**src/rtl/unary_stream_gen_if.sv**
```systemverilog
// Operand handshake and unary-stream output bundle for unary_stream_gen.
// master drives the operand pair; slave is the stream generator.
interface unary_stream_gen_if #(
  parameter int unsigned W = 5
);
  logic         in_valid;
  logic         in_ready;
  logic [W-1:0] a_val;
  logic [W-1:0] b_val;
  logic         A;
  logic         B;
  logic         en;
  logic         read_or_write;
  logic         sat;
  logic         done;

  modport master (
    output in_valid, a_val, b_val,
    input  in_ready, A, B, en, read_or_write, sat, done
  );

  modport slave (
    input  in_valid, a_val, b_val,
    output in_ready, A, B, en, read_or_write, sat, done
  );
endinterface

```
**src/rtl/unary_stream_gen.sv**
```systemverilog
// Converts a binary operand pair into two thermometer streams of LEN clocks,
// then holds a WR_CYC-clock adder write phase and pulses done.
module unary_stream_gen #(
  parameter int unsigned W      = 5,
  parameter int unsigned LEN    = 19,
  parameter int unsigned WR_CYC = 20
) (
  input  logic                clk,
  input  logic                rst,
  unary_stream_gen_if.slave   bus
);

  localparam logic [W-1:0] LEN_W       = W'(LEN);
  localparam logic [W-1:0] LAST_STREAM = W'(LEN - 1);
  localparam logic [W-1:0] LAST_WRITE  = W'(WR_CYC - 1);

  typedef enum logic [1:0] {IDLE, STREAM, WRITE} state_t;

  state_t       state, state_nxt;
  logic [W-1:0] idx, idx_nxt;
  logic [W-1:0] a_lat, a_lat_nxt;
  logic [W-1:0] b_lat, b_lat_nxt;
  logic         sat_r, sat_nxt;
  logic         in_ready_r, a_r, b_r, en_r, rw_r, done_r;
  logic         in_ready_nxt, a_nxt, b_nxt, en_nxt, rw_nxt, done_nxt;

  // Next state plus the registered outputs derived from it, so the first
  // stream bit is visible in the cycle right after the transfer edge.
  always_comb begin
    state_nxt = state;
    idx_nxt   = idx;
    a_lat_nxt = a_lat;
    b_lat_nxt = b_lat;
    sat_nxt   = sat_r;

    unique case (state)
      IDLE: begin
        if (bus.in_valid && in_ready_r) begin
          state_nxt = STREAM;
          idx_nxt   = '0;
          a_lat_nxt = (bus.a_val > LEN_W) ? LEN_W : bus.a_val;
          b_lat_nxt = (bus.b_val > LEN_W) ? LEN_W : bus.b_val;
          sat_nxt   = (bus.a_val > LEN_W) || (bus.b_val > LEN_W);
        end
      end
      STREAM: begin
        if (idx == LAST_STREAM) begin
          state_nxt = WRITE;
          idx_nxt   = '0;
        end else begin
          idx_nxt = idx + W'(1);
        end
      end
      WRITE: begin
        if (idx == LAST_WRITE) begin
          state_nxt = IDLE;
          idx_nxt   = '0;
          sat_nxt   = 1'b0;
        end else begin
          idx_nxt = idx + W'(1);
        end
      end
      default: begin
        state_nxt = IDLE;
        idx_nxt   = '0;
        sat_nxt   = 1'b0;
      end
    endcase

    in_ready_nxt = (state_nxt == IDLE);
    en_nxt       = (state_nxt != IDLE);
    rw_nxt       = (state_nxt == WRITE);
    a_nxt        = (state_nxt == STREAM) && (idx_nxt < a_lat_nxt);
    b_nxt        = (state_nxt == STREAM) && (idx_nxt < b_lat_nxt);
    done_nxt     = (state == WRITE) && (state_nxt == IDLE);
  end

  always_ff @(posedge clk) begin
    if (rst) begin
      state      <= IDLE;
      idx        <= '0;
      a_lat      <= '0;
      b_lat      <= '0;
      sat_r      <= 1'b0;
      in_ready_r <= 1'b1;
      a_r        <= 1'b0;
      b_r        <= 1'b0;
      en_r       <= 1'b0;
      rw_r       <= 1'b0;
      done_r     <= 1'b0;
    end else begin
      state      <= state_nxt;
      idx        <= idx_nxt;
      a_lat      <= a_lat_nxt;
      b_lat      <= b_lat_nxt;
      sat_r      <= sat_nxt;
      in_ready_r <= in_ready_nxt;
      a_r        <= a_nxt;
      b_r        <= b_nxt;
      en_r       <= en_nxt;
      rw_r       <= rw_nxt;
      done_r     <= done_nxt;
    end
  end

  assign bus.in_ready      = in_ready_r;
  assign bus.A             = a_r;
  assign bus.B             = b_r;
  assign bus.en            = en_r;
  assign bus.read_or_write = rw_r;
  assign bus.sat           = sat_r;
  assign bus.done          = done_r;

endmodule

```
**src/flat_wrapper.sv**
```systemverilog
// flat-port wrapper written by rule: the top's interface ports become plain ports
module unary_stream_gen_flat 
#(
  parameter int unsigned W      = 5,
  parameter int unsigned LEN    = 19,
  parameter int unsigned WR_CYC = 20
)
  (clk, rst, bus_in_valid, bus_a_val, bus_b_val, bus_in_ready, bus_A, bus_B, bus_en, bus_read_or_write, bus_sat, bus_done);
  unary_stream_gen_if #(.W(W)) bus_i ();
  input  logic clk;
  input  logic rst;
  input wire logic [$bits(bus_i.in_valid)-1:0] bus_in_valid;
  input wire logic [$bits(bus_i.a_val)-1:0] bus_a_val;
  input wire logic [$bits(bus_i.b_val)-1:0] bus_b_val;
  output wire logic [$bits(bus_i.in_ready)-1:0] bus_in_ready;
  output wire logic [$bits(bus_i.A)-1:0] bus_A;
  output wire logic [$bits(bus_i.B)-1:0] bus_B;
  output wire logic [$bits(bus_i.en)-1:0] bus_en;
  output wire logic [$bits(bus_i.read_or_write)-1:0] bus_read_or_write;
  output wire logic [$bits(bus_i.sat)-1:0] bus_sat;
  output wire logic [$bits(bus_i.done)-1:0] bus_done;
  assign bus_i.in_valid = bus_in_valid;
  assign bus_i.a_val = bus_a_val;
  assign bus_i.b_val = bus_b_val;
  assign bus_in_ready = bus_i.in_ready;
  assign bus_A = bus_i.A;
  assign bus_B = bus_i.B;
  assign bus_en = bus_i.en;
  assign bus_read_or_write = bus_i.read_or_write;
  assign bus_sat = bus_i.sat;
  assign bus_done = bus_i.done;
  unary_stream_gen #(.W(W), .LEN(LEN), .WR_CYC(WR_CYC)) u_core (.clk(clk), .rst(rst), .bus(bus_i));
endmodule
```
**config.mk**
```make
export PLATFORM = sky130hd
export DESIGN_NAME = unary_stream_gen_flat
export DESIGN_NICKNAME = d
export VERILOG_FILES = /design/src/rtl/unary_stream_gen_if.sv /design/src/rtl/unary_stream_gen.sv /design/src/flat_wrapper.sv
export SDC_FILE = /design/constraint.sdc
export NUM_CORES = 1
export LEC_CHECK = 0
export ABC_AREA = 1
export CAP_MARGIN = 20
export CORE_UTILIZATION = 30
export CTS_BUF_LIST = sky130_fd_sc_hd__clkbuf_8
export DETAILED_ROUTE_END_ITERATION = 16
export DONT_BUFFER_PORTS = 1
export PLACE_DENSITY_LB_ADDON = 0.12
export SYNTH_ARGS = -nofsm -noshare
export SYNTH_HDL_FRONTEND = slang
export SYNTH_SLANG_ARGS = --single-unit
```
**constraint.sdc**
```tcl
create_clock -name clk -period 2.1 [get_ports clk]
set_clock_uncertainty 0.1 [all_clocks]
set_input_delay 0.21 -clock clk [delete_from_list [all_inputs] [get_ports clk]]
set_output_delay 0.21 -clock clk [all_outputs]
set_load 0.005 [all_outputs]
```
* After elaboration in Yosys (flattened, before gate mapping) *
Index checks and enable logic that the tools add are counted.

operators by class
  $add $sub $neg = 1
  order comparisons = 4
  eq/ne operators = 8
  multiplexer cells = 17
  bitwise logic cells = 1
  reductions and logical operators = 9

operators by type and width
  cell                                                                    count
  5-bit 2-to-1 mux                                                        9
  5-bit case mux with 3 select lines                                      1
  5-bit equality test (second input constant)                             2
  5-bit greater-than comparator (second input constant)                   2
  5-bit less-than comparator                                              2
  2-bit 2-to-1 mux                                                        3
  2-bit case mux with 3 select lines                                      1
  5-bit by 1-bit adder with 5-bit output (second input constant)          1
  2-bit by 1-bit equality test with 1-bit output (second input constant)  2
  2-bit equality test (second input constant)                             2
  1-bit logical AND                                                       4
  2-bit zero test                                                         2
  2-bit by 1-bit != test with 1-bit output (second input constant)        2
  1-bit case mux with 3 select lines                                      1
  3-bit AND reduction                                                     1
  1-bit 2-to-1 mux                                                        2
  2-bit nonzero test                                                      1
  1-bit logical OR                                                        1
  1-bit NOT                                                               1

storage, ports and cells
  bits in registers = 24
  input bits = 13
  output and inout bits = 7
  logic and storage cells = 51

* Logic depth before layout (Yosys ltp) *
Gate-level depths: netlist of run 1.

  depth in word-level cells = 6
  depth in mapped cells = 14

* Worst setup path before layout of run 1 *
OpenSTA, ideal clock, no wires.

  kind = register to register
  start = reg u_core.idx[1]
  end = reg u_core.a_r (netlist: u_core.bus.A)
  setup time = 70 ps
  arrival time = 1720 ps
  slack = 210 ps
  stages on the path, launching flop included = 13
  path buffers = 0
  period minus slack after synthesis = 1890 ps
  path through = dfxtp_1 > ha_1 > nand2_1 > inv_1 > nand2_1 > nand2_1 > nand2_2 > nand2_1 > nand2_1 > ha_1 > a211oi_1 > nand4_1 > a21oi_1

between the ends
  cells in the longest elaborated chain, start to end = 5

RTL lines
  element                                                         line                                            source
  from (decl)                                                     unary_stream_gen.sv:20                          logic [W-1:0] idx, idx_nxt;
  from (signal assigned)                                          unary_stream_gen.sv:93                          idx <= idx_nxt;
  5-bit by 1-bit adder with 5-bit output (tied with other cells)  unary_stream_gen.sv:51, unary_stream_gen.sv:60
  5-bit 2-to-1 mux (on tied branches)                             unary_stream_gen.sv:55, unary_stream_gen.sv:47
  5-bit case mux with 3 select lines *                            unary_stream_gen.sv:36                          unique case (state)
  via u_core.idx_nxt[4]                                           unary_stream_gen.sv:20
  5-bit less-than comparator *                                    unary_stream_gen.sv:73                          a_nxt = (state_nxt == STREAM) && (idx_nxt < a_lat_nxt);
  1-bit logical AND *                                             unary_stream_gen.sv:73
  to (signal assigned)                                            unary_stream_gen.sv:98                          a_r <= a_nxt;
  to (decl)                                                       unary_stream_gen.sv:24                          logic in_ready_r, a_r, b_r, en_r, rw_r, done_r;

Mark *: on every way through the listed nets, which the timed path passes. The rest lies on a longest branch.
A chain may end at the register's enable or synchronous reset.

* Worst setup path after layout of run 1 *
  start = reg u_core.idx[0]
  end = reg u_core.b_r (netlist: u_core.bus.B)

between the ends
  cells in the longest elaborated chain, start to end = 5

RTL lines
  element                                                         line                                            source
  5-bit by 1-bit adder with 5-bit output (tied with other cells)  unary_stream_gen.sv:51, unary_stream_gen.sv:60
  5-bit 2-to-1 mux (on tied branches)                             unary_stream_gen.sv:55, unary_stream_gen.sv:47
  5-bit case mux with 3 select lines *                            unary_stream_gen.sv:36
  via u_core.idx_nxt[2]                                           unary_stream_gen.sv:20
  5-bit less-than comparator *                                    unary_stream_gen.sv:74                          b_nxt = (state_nxt == STREAM) && (idx_nxt < b_lat_nxt);
  1-bit logical AND *                                             unary_stream_gen.sv:74
  to (signal assigned)                                            unary_stream_gen.sv:99                          b_r <= b_nxt;
  to (decl)                                                       unary_stream_gen.sv:24

Marks and branches as above.

==> results of run 1 <==
power by group:
group / internal [W] / total, W / switching, W
clock: 0.000128 / 0.000268 / 0.000140
combinational: 0.0000790 / 0.000204 / 0.000125
sequential: 0.000488 / 0.000506 / 0.0000182
critical path: cells and delay by family (launching register included):
family          cells  cell delay, ns
simple gates        6            0.48
flops               1            0.38
buf+inv             3            0.12
fa+ha+maj           2            0.41
compound gates      3            0.42
how the worst min path moves through the flow:
stage / start / endpoint / slack, ns / cells past startpoint
after floorplan: rst / u_core.state[0]$_SDFF_PP0_ / 0.19 / 1
after global placement: rst / u_core.idx[4]$_SDFF_PP0_ / 0.18 / 1
after detailed placement: rst / u_core.idx[4]$_SDFF_PP0_ / 0.18 / 1
after CTS: rst / u_core.idx[2]$_SDFF_PP0_ / 0.006 / 3
after global routing: rst / u_core.idx[1]$_SDFF_PP0_ / 0.008 / 3
final: rst / u_core.idx[1]$_SDFF_PP0_ / 0.008 / 3
flip-flops by register name (all words and copies together), names as in the netlist:
register	flops
u_core.a_lat	5
u_core.b_lat	5
u_core.idx	5
u_core.state	2
u_core.bus.A	1
u_core.bus.B	1
u_core.bus.done	1
u_core.bus.en	1
u_core.bus.in_ready	1
u_core.bus.read_or_write	1
u_core.bus.sat	1
stage by stage:
step / setup WS (ns) / util / hold WS, ns
after floorplan: 0.2101 / - / 0.1876
after global placement: -0.03695 / 0.3537 / 0.1831
after detailed placement: -0.06337 / 0.3537 / 0.1849
after CTS: 0.004684 / 0.3696 / 0.005830
after global routing: -0.05201 / 0.3889 / 0.008483
final: 0.1043 / 0.3889 / 0.007708
routing by layer:
| layer | up-vias | part of all wire |
|---|---|---|
| met5 | - | 0 |
| met4 | 0 | 0.017 |
| met3 | 5 | 0.033 |
| met2 | 13 | 0.47 |
| met1 | 448 | 0.48 |
| li1 | 537 | - |
cells by family after synthesis:
group / Yosys count / synth area share
compound gates: 22 / 0.1195
xor+xnor: 3 / 0.02163
fa+ha+maj: 10 / 0.1030
buf+inv: 20 / 0.06282
flops: 24 / 0.3955
simple gates: 78 / 0.2976
final cells by class:
class	instances	area share
Multi-Input combinational cell	113	0.4863
Sequential cell	24	0.3311
Timing Repair Buffer	12	0.06570
Inverter	18	0.04778
Tap cell	48	0.04096
Clock buffer	3	0.02816
what timing repair did:
action                                  in CTS  in global routing
endpoints found under the setup margin       1                  2
setup buffers                                0                  2
hold buffers                                 1                  0
pin swaps                                    0                  4
resized for setup                            2                 14
endpoints found under the hold margin       18                  0
placed cells by master, fill, tap and decap left out, drive strengths merged:
cell,n
and2,1
nand2,37
nor4,1
nand3,5
a211oi,1
nor2,29
a21boi,1
inv,18
o22ai,1
o21ai,6
nand4,3
dfxtp,24
dlygate4sd3,1
nand3b,1
a21oi,7
ha,10
buf,11
a22oi,2
xnor2,3
a22o,2
nor3,1
clkbuf,3
o21bai,2
==> run_results.csv, run 1 <==
group,metric,value,unit
placed_design,place.gp.congestion,0.7881,
worst_setup_path,cp-endpoint,"u_core.bus.B$_SDFF_PP0_",
global_route,use_met3,0.02083,
layout,stdcell_count,218,
pwr,p_leak,0.6602,nW
layout,fillCellCount,405,
worst_setup_path,cp.arrival,2.10,ns
worst_setup_path,crit_chain,"inv_2 > ha_1 > nand2_1 > inv_1 > nand2_2 > nand2_2 > nand2_4 > inv_4 > o21ai_4 > ha_4 > a21oi_1 > nand3b_1 > nand4_1 > a21oi_2",
drt,viasPerCell,4.601,
floorplan,ioPinCount,20,
worst_setup_path,timing.rr.start,"u_core.idx[0]$_SDFF_PP0_",
global_route,grt_start_max_net_pins,18,
layout,register_area,485.5,µm²
floorplan,die_w,65.64,µm
hold_path,hold_class,"in2reg",
global_route,gr-usage-met2,0.2411,
drt,detail_route.iter0.violations,37,
timing,rsz0062_at_grt,"yes",
timing,hold_viol_final,0,
drt,drtPass1Iterations,4,
worst_setup_path,crit_path_end_kind,"flop",
layout,nets,195,
layout,final_area,1466,µm²
clock_tree,clock_path_buffers,2,
drt,ant_nets,0,
layout,multiInputGateArea,713.2,µm²
clock_tree,clock-root-buffer,"clkbuf_8",
status,run_status,"finished, final reports clean",
worst_setup_path,slowest_stage,"dfxtp_4",
placed_design,dp_hpwl,2088,µm
worst_setup_path,rrSetupSlack,0.10,ns
drt,routed_wl,2750,µm
worst_setup_path,rr_worst_depth,14,
placed_design,dp_cells,212,
timing,tns,0,ns
worst_setup_path,cp_slowest_stage_delay,0.38,ns
global_route,busiest_layer,"met2",
timing,tightest_slew,0.7446,ns
global_route,grt_pass1_wl,4719,µm
floorplan,core,3771,µm²
drt,wire_per_inst,12.61,µm
synthesis,synth-edff-count,0,
timing,period_share,0.9503,
synthesis,syn-num-nets,180,
timing,setup_viol,0,
clock_tree,insertion_delay,0.27,ns
clock_tree,clk_pin_slew,0.08,ns
worst_setup_path,crit_required,2.20,ns
placed_design,dpl-instance-area,1334,µm²
drt,vias,1003,
worst_setup_path,crit_type,"reg2reg",
timing,max_freq,501.1,MHz
global_route,grt_use_met1,0.1924,
pwr,power,0.0009772,W
synthesis,yosysMostFrequentCell,"nand2_1",
clock_tree,htree_levels,1,
floorplan,placementRows,22,
timing,maxSlewViolCount,0,
synthesis,ys_seq_elements,24,
floorplan,dieArea,4308,µm²
synthesis,synth_warnings,0,
synthesis,yosysSeqAreaShare,0.3955,
layout,layout-drive-gt1-share,0.2706,
worst_setup_path,r2r_end,"u_core.bus.B$_SDFF_PP0_",
layout,area_growth_syn_to_layout,20.70,%
synthesis,ys_types,27,
floorplan,initial_core_util,0.3222,
synthesis,ys_top_cells_by_count,"35 x nand2_1, 24 x dfxtp_1, 21 x nor2_1",
synthesis,synth_area_leaders,"dfxtp_1 40%, nand2_1 11%, ha_1 10%, nor2_1 6.5%, nor2_4 3.7%",
placed_design,portBuffers,0,
global_route,antenna_found_initial,0,
clock_tree,cts.sinks,24,
clock_tree,tritoncts,"done",
clock_tree,cts_inserted_buffers,3,
synthesis,synth_top_area_cell,"dfxtp_1",
worst_setup_path,path_max_fanout,4,
worst_setup_path,crit_path_start_kind,"flop",
layout,n_antenna_cell,0,
synthesis,synth_area_per_cell,7.738,µm²
timing,max_slew_margin,0.5020,
pwr,peakVddDrop,247.2,µV
worst_setup_path,path_common_cell,"nand2_2",
timing,post-route-min-period,1.996,ns
drt,drc_errors,0,
synthesis,netlist.area_leader.share,0.3955,
synthesis,syn-cell-area,1215,µm²
synthesis,ys.flop_type,"dfxtp_1",
global_route,grt_pass1_vias,1047,
synthesis,ys_async_sr_fraction,0,
global_route,grt_use_total,0.1482,
pwr,cellPowerDensity,666.4,nW/µm²
worst_setup_path,crit_start,"u_core.idx[0]$_SDFF_PP0_",
global_route,gr-total-overflow,0,
synthesis,netlist_instances,157,
floorplan,die_h,65.64,µm
run,drv_cap,0,
Note: power is estimated with default switching activity, not from simulation.
==> inputs of run 2 (changes only) <==
CTS_BUF_LIST = sky130_fd_sc_hd__clkbuf_4   (was sky130_fd_sc_hd__clkbuf_8)
==> run 2 against run 1 <==
  * Via count is 1.4% higher
  * Non-clock buffer count is 3 higher
  * Die area stayed put
  * Flip-flop and latch count stayed put
  * Largest power group unchanged
  * Sequential power hardly changed
  * Highest routed layer unchanged
  * Worst hold slack better by 0.036 ns
  * Combinational power hardly changed
  * Utilization is 0.23 points higher
  * Final cell count is 1.4% higher
==> run_results.csv, run 2 (synthesis results as in run 1) <==
group,metric,value,unit
pwr,p_leak,0.6639,nW
pwr,pwr-share-comb,0.226,
clock_tree,clock_path_buffers,2,
hold_path,hold_class,"in2reg",
timing,setup_viol,0,
clock_tree,cts.sinks,24,
worst_setup_path,crit_chain,"inv_2 > ha_1 > nand2_1 > inv_1 > nand2_2 > nand2_2 > nand2_2 > inv_2 > o21ai_4 > ha_4 > a21oi_1 > nand3b_1 > nand4_1 > a21oi_2",
drt,wire_per_inst,12.31,µm
floorplan,die_h,65.64,µm
drt,drc_errors,0,
pwr,power_frac_clock,0.218,
worst_setup_path,path_common_cell,"nand2_2",
clock_tree,cts_inserted_buffers,3,
pwr,swShare,0.3016,
layout,layout-drive-gt1-share,0.2659,
layout,fillCellCount,406,
drt,detail_route.iter0.violations,53,
global_route,grt_start_max_net_pins,21,
layout,final_common_cell,"nand2_1",
worst_setup_path,cp.arrival,2.15,ns
layout,nets,198,
worst_setup_path,crit_path_end_kind,"flop",
timing,period_share,0.9502,
pwr,p_int,0.0006372,W
run,drv_cap,0,
drt,ant_nets,0,
drt,viasPerCell,4.602,
layout,area_growth_syn_to_layout,21.42,%
placed_design,dp_hpwl,2088,µm
timing,maxSlewViolCount,0,
pwr,power.switching,0.0002751,W
global_route,antenna_found_initial,0,
global_route,grt_use_total,0.1442,
placed_design,dpl-instance-area,1334,µm²
worst_setup_path,cp_slowest_stage_delay,0.39,ns
worst_setup_path,slowest_stage,"dfxtp_4",
global_route,gr-total-overflow,0,
timing,rsz0062_at_grt,"yes",
clock_tree,htree_levels,1,
layout,top_regs,"u_core.a_lat: 5 flops, u_core.b_lat: 5 flops, u_core.idx: 5 flops",
layout,final_area,1475,µm²
pwr,peakVddDrop,214.3,µV
pwr,power_frac_seq,0.555,
floorplan,ioPinCount,20,
layout,n_antenna_cell,0,
pwr,cellPowerDensity,618.4,nW/µm²
clock_tree,clock-root-buffer,"clkbuf_4",
floorplan,initial_core_util,0.3222,
global_route,grt_pass1_vias,1032,
placed_design,place.gp.congestion,0.7881,
drt,drtPass1Iterations,4,
global_route,grt_pass1_wl,4643,µm
worst_setup_path,crit_type,"reg2reg",
layout,mostFrequentLayoutCells,"33 x nand2_1, 22 x dfxtp_1, 21 x nor2_1",
timing,post-route-min-period,1.995,ns
timing,max_freq,501.2,MHz
layout,fin_util,0.3912,
clock_tree,tritoncts,"done",
floorplan,die_w,65.64,µm
floorplan,core,3771,µm²
clock_tree,clk_pin_slew,0.13,ns
worst_setup_path,crit_path_start_kind,"flop",
placed_design,portBuffers,0,
clock_tree,insertion_delay,0.31,ns
drt,routed_wl,2720,µm
floorplan,dieArea,4308,µm²
floorplan,placementRows,22,
timing,hold_viol_final,0,
status,run_status,"finished, final reports clean",
timing,max_slew_margin,0.4148,
drt,vias,1017,
worst_setup_path,crit_required,2.25,ns
timing,tightest_slew,0.8749,ns
worst_setup_path,path_max_fanout,4,
-- run 2: through the flow --
step	hold WS (ns)	setup TNS, ns	cells	setup WS (ns)	total power, W
after CTS	0.04283	-0.007378	220	-0.007378	0.0009172
after global routing	0.03530	-0.08837	221	-0.05258	0.0009838
after floorplan	0.1876	0	157	0.2101	0.0006512
after detailed placement	0.1849	-0.06337	212	-0.06337	0.0007008
after global placement	0.1831	-0.03695	212	-0.03695	0.0006980
final	0.04372	0	221	0.1047	0.0009123
-- run 2: critical path: cells and delay by family (launching register included) --
family | cells | cell delay (ns)
adder cells (fa/ha/maj) | 2 | 0.41
AND/OR/NAND/NOR | 6 | 0.47
flip-flops | 1 | 0.39
buffers and inverters | 3 | 0.14
AO/OA/AOI/OAI | 3 | 0.41
-- run 2: worst paths after layout --
path / startpoint / cells past startpoint / to / slack [ns]
worst min register to register: u_core.bus.sat$_SDFFE_PP0P_ / 2 / u_core.bus.sat$_SDFFE_PP0P_ / 0.40
worst max-delay path: u_core.idx[0]$_SDFF_PP0_ / 14 / u_core.bus.B$_SDFF_PP0_ / 0.10
worst min-delay path: bus_a_val[3] / 3 / u_core.a_lat[3]$_SDFF_PP0_ / 0.04
worst max register to register: u_core.idx[0]$_SDFF_PP0_ / 14 / u_core.bus.B$_SDFF_PP0_ / 0.10
-- run 2: power groups by stage --
| stage | sequential, W | clock [W] | combinational, W |
|---|---|---|---|
| after global placement | 0.000515 | 0 | 0.000183 |
| after floorplan | 0.000510 | 0 | 0.000141 |
| after global routing | 0.000511 | 0.000235 | 0.000239 |
| after detailed placement | 0.000516 | 0 | 0.000185 |
| final | 0.000507 | 0.000199 | 0.000207 |
| after CTS | 0.000506 | 0.000211 | 0.000200 |
-- run 2: final cells by class --
cell class                 count  area [µm²]  area share
inverter                      18       67.56     0.04580
clock buffer                   3       22.52     0.01527
sequential                    24       485.5      0.3291
multi-input combinational    113       713.2      0.4835
timing repair buffer          15       126.4     0.08567
tap                           48       60.06     0.04071
-- run 2: timing repair --
action / in CTS / in global routing
pin swaps: 1 / 4
hold buffers: 4 / 0
buffers inserted: 1 / 1
gates resized for setup: 2 / 12
gates cloned: 0 / 0
endpoints found under the hold margin: 23 / 0
setup endpoints to repair: 1 / 2
-- run 2: metal layers --
| layer | vias to the layer above | track usage | wire length (µm) |
|---|---|---|---|
| met5 | - | 0 | 0 |
| met4 | 0 | 0.05707 | 39 |
| met3 | 5 | 0.01563 | 88 |
| met2 | 20 | 0.2385 | 1274 |
| met1 | 449 | 0.1892 | 1317 |
| li1 | 543 | - | - |
==> inputs of run 3 (changes only) <==
ABC_AREA = not set   (was 1)
CORE_UTILIZATION = 35   (was 30)
==> run 3 against run 2 <==
  * The run now ends with negative setup slack left
  * Final cell count fell by 5.4%
  * Worst hold slack improved by 0.020 ns
  * Via count rose by 5.7%
  * Critical endpoint unchanged
==> run_results.csv, run 3 <==
group,metric,value,unit
status,run_status,"finished, violations left",
status,failed_checks,"negative setup slack",
drt,ant_nets,0,
floorplan,placementRows,21,
drt,drtPass1Iterations,4,
placed_design,dpl-instance-area,1494,µm²
synthesis,ys_async_sr_fraction,0,
timing,maxSlewViolCount,0,
timing,max_freq,416.1,MHz
clock_tree,htree_levels,1,
synthesis,netlist.area_leader.share,0.3883,
drt,route.met3.wl,63,µm
synthesis,ys_seq_elements,24,
timing,tightest_slew,0.7774,ns
timing,rsz0062_at_grt,"yes",
worst_setup_path,crit_path_end_kind,"flop",
synthesis,synth_warnings,0,
drt,met1Wirelength,1397,µm
global_route,grt_pass1_vias,963,
synthesis,ys_top_cells_by_count,"24 x dfxtp_1, 12 x a21oi_1, 11 x nor2_1",
clock_tree,insertion_delay,0.32,ns
synthesis,yosysSeqAreaShare,0.3883,
worst_setup_path,cp.arrival,2.52,ns
synthesis,syn-num-nets,153,
drt,viasPerCell,5.144,
worst_setup_path,path_max_fanout,8,
worst_setup_path,crit_path_start_kind,"flop",
drt,top_layer,"met4",
timing,tns,-0.5272,ns
layout,n_antenna_cell,0,
drt,detail_route.iter0.violations,47,
synthesis,ys_types,34,
layout,fin_util,0.5082,
timing,max_slew_margin,0.4800,
layout,area_growth_syn_to_layout,38.12,%
synthesis,netlist_instances,130,
timing,period_share,1.145,
worst_setup_path,crit_required,2.21,ns
layout,final_common_cell,"buf_4",
drt,wire_per_inst,14.91,µm
worst_setup_path,rrSetupSlack,-0.30,ns
floorplan,dieArea,3777,µm²
global_route,grt_use_total,0.1778,
timing,worst_slack,-0.3035,ns
synthesis,ys.flop_type,"dfxtp_1",
layout,final_area,1709,µm²
clock_tree,cts_inserted_buffers,3,
timing,post-route-min-period,2.404,ns
pwr,cellPowerDensity,642.6,nW/µm²
global_route,grt_start_max_net_pins,21,
drt,routed_wl,3117,µm
worst_setup_path,rr_worst_depth,11,
floorplan,die_h,61.46,µm
synthesis,synth_top_area_cell,"dfxtp_1",
floorplan,core,3363,µm²
clock_tree,clk_pin_slew,0.14,ns
hold_path,hold_class,"in2reg",
drt,drc_errors,0,
drt,vias,1075,
layout,top_regs,"u_core.a_lat: 5 flops, u_core.b_lat: 5 flops, u_core.idx: 5 flops",
global_route,antenna_found_initial,0,
worst_setup_path,crit_type,"reg2reg",
global_route,grt_pass1_wl,4726,µm
timing,setup_viol,2,
placed_design,dp_hpwl,2295,µm
timing,hold_viol_final,0,
layout,nets,187,
placed_design,place.gp.congestion,0.7516,
layout,layout-drive-gt1-share,0.3436,
clock_tree,clock_path_buffers,2,
synthesis,synth-edff-count,0,
pwr,p_leak,0.6930,nW
layout,stdcell_count,209,
layout,mostFrequentLayoutCells,"28 x buf_4, 22 x dfxtp_1, 11 x nor2_1",
floorplan,initial_core_util,0.3679,
placed_design,dp_cells,195,
run,drv_cap,0,
timing,hold_ws,0.06376,ns
floorplan,ioPinCount,20,
clock_tree,cts.sinks,24,
global_route,gr-total-overflow,0,
synthesis,synth_area_leaders,"dfxtp_1 39%, ha_1 10%, a21oi_1 4.9%, nor2_1 3.3%, nor3b_1 3.0%",
drt,route.met2.wl,1638,µm
floorplan,die_w,61.46,µm
pwr,peakVddDrop,282.5,µV
synthesis,synth_area_per_cell,9.519,µm²
clock_tree,clock-root-buffer,"clkbuf_4",
hold_path,worstHoldPathCells,3,
placed_design,portBuffers,0,
synthesis,yosysMostFrequentCell,"dfxtp_1",
synthesis,syn-cell-area,1237,µm²
clock_tree,tritoncts,"done",
==> run 3: changes by cell type after synthesis, sizes merged, moves of 5 or more <==
| cell | delta |
|---|---|
| a21oi | +5 |
| inv | -12 |
| nand2 | -29 |
| nor2 | -18 |
| nor3b | +5 |
==> run 3: metal layers <==
layer  vias up  GRT usage
met3         2    0.02101
li1        553          -
met2        11     0.3152
met1       509     0.2207
met5         -          0
met4         0    0.06667
==> run 3: repair_timing <==
item,4_1_cts,5_1_grt
resized for setup,4,8
buffers inserted,3,1
hold buffers,5,1
endpoints found under the hold margin,21,1
pin swaps,5,2
setup endpoints to repair,2,2
==> run 3: area by class of cell <==
cell class	count	area, µm²
flip-flops and latches	24	485.5
fillers	347	1654
repair buffers	34	270.3
clock inverters	1	30.03
clock buffers	3	22.52
inverters	6	25.02
well taps	46	57.56
multi-input cells	95	818.3
==> run 3: final timing paths <==
| kind | start | to |
|---|---|---|
| worst max register to register | u_core.idx[0]$_SDFF_PP0_ | u_core.bus.B$_SDFF_PP0_ |
| worst min-delay path | bus_b_val[0] | u_core.b_lat[0]$_SDFF_PP0_ |
| worst min register to register | u_core.b_lat[3]$_SDFF_PP0_ | u_core.b_lat[3]$_SDFF_PP0_ |
| worst max-delay path | u_core.idx[0]$_SDFF_PP0_ | u_core.bus.B$_SDFF_PP0_ |
==> run 3: stage by stage <==
stage | power, W | setup WS (ns)
after detailed placement | 0.0007209 | -0.3185
after floorplan | 0.0006498 | -0.1620
after global placement | 0.0007183 | -0.2146
final | 0.001098 | -0.3035
after global routing | 0.001153 | -0.4372
after CTS | 0.001094 | -0.3022
==> run 3: power by group <==
part	switching [W]	internal [W]	leakage (nW)
combinational	0.000125	0.000126	0.467
clock	0.000149	0.000193	0.0279
sequential	0.0000191	0.000487	0.198
==> run 3: worst max-delay path: stages, from the launching register on <==
cell and delay, ns:
dfxtp_4 0.39, inv_4 0.07, ha_4 0.12, nand4bb_1 0.14
a22o_4 0.30, a21oi_4 0.14, mux2i_2 0.10, ha_1 0.32
a21o_1 0.20, a21oi_2 0.12, nor2b_1 0.06, a2111oi_2 0.24
==> run 3: cell families after synthesis <==
| family | share of synthesized area |
|---|---|
| AO/OA/AOI/OAI | 0.2275 |
| adder cells (fa/ha/maj) | 0.1011 |
| AND/OR/NAND/NOR | 0.2194 |
| flip-flops | 0.3883 |
| buffers and inverters | 0.03943 |
| multiplexers | 0.02427 |
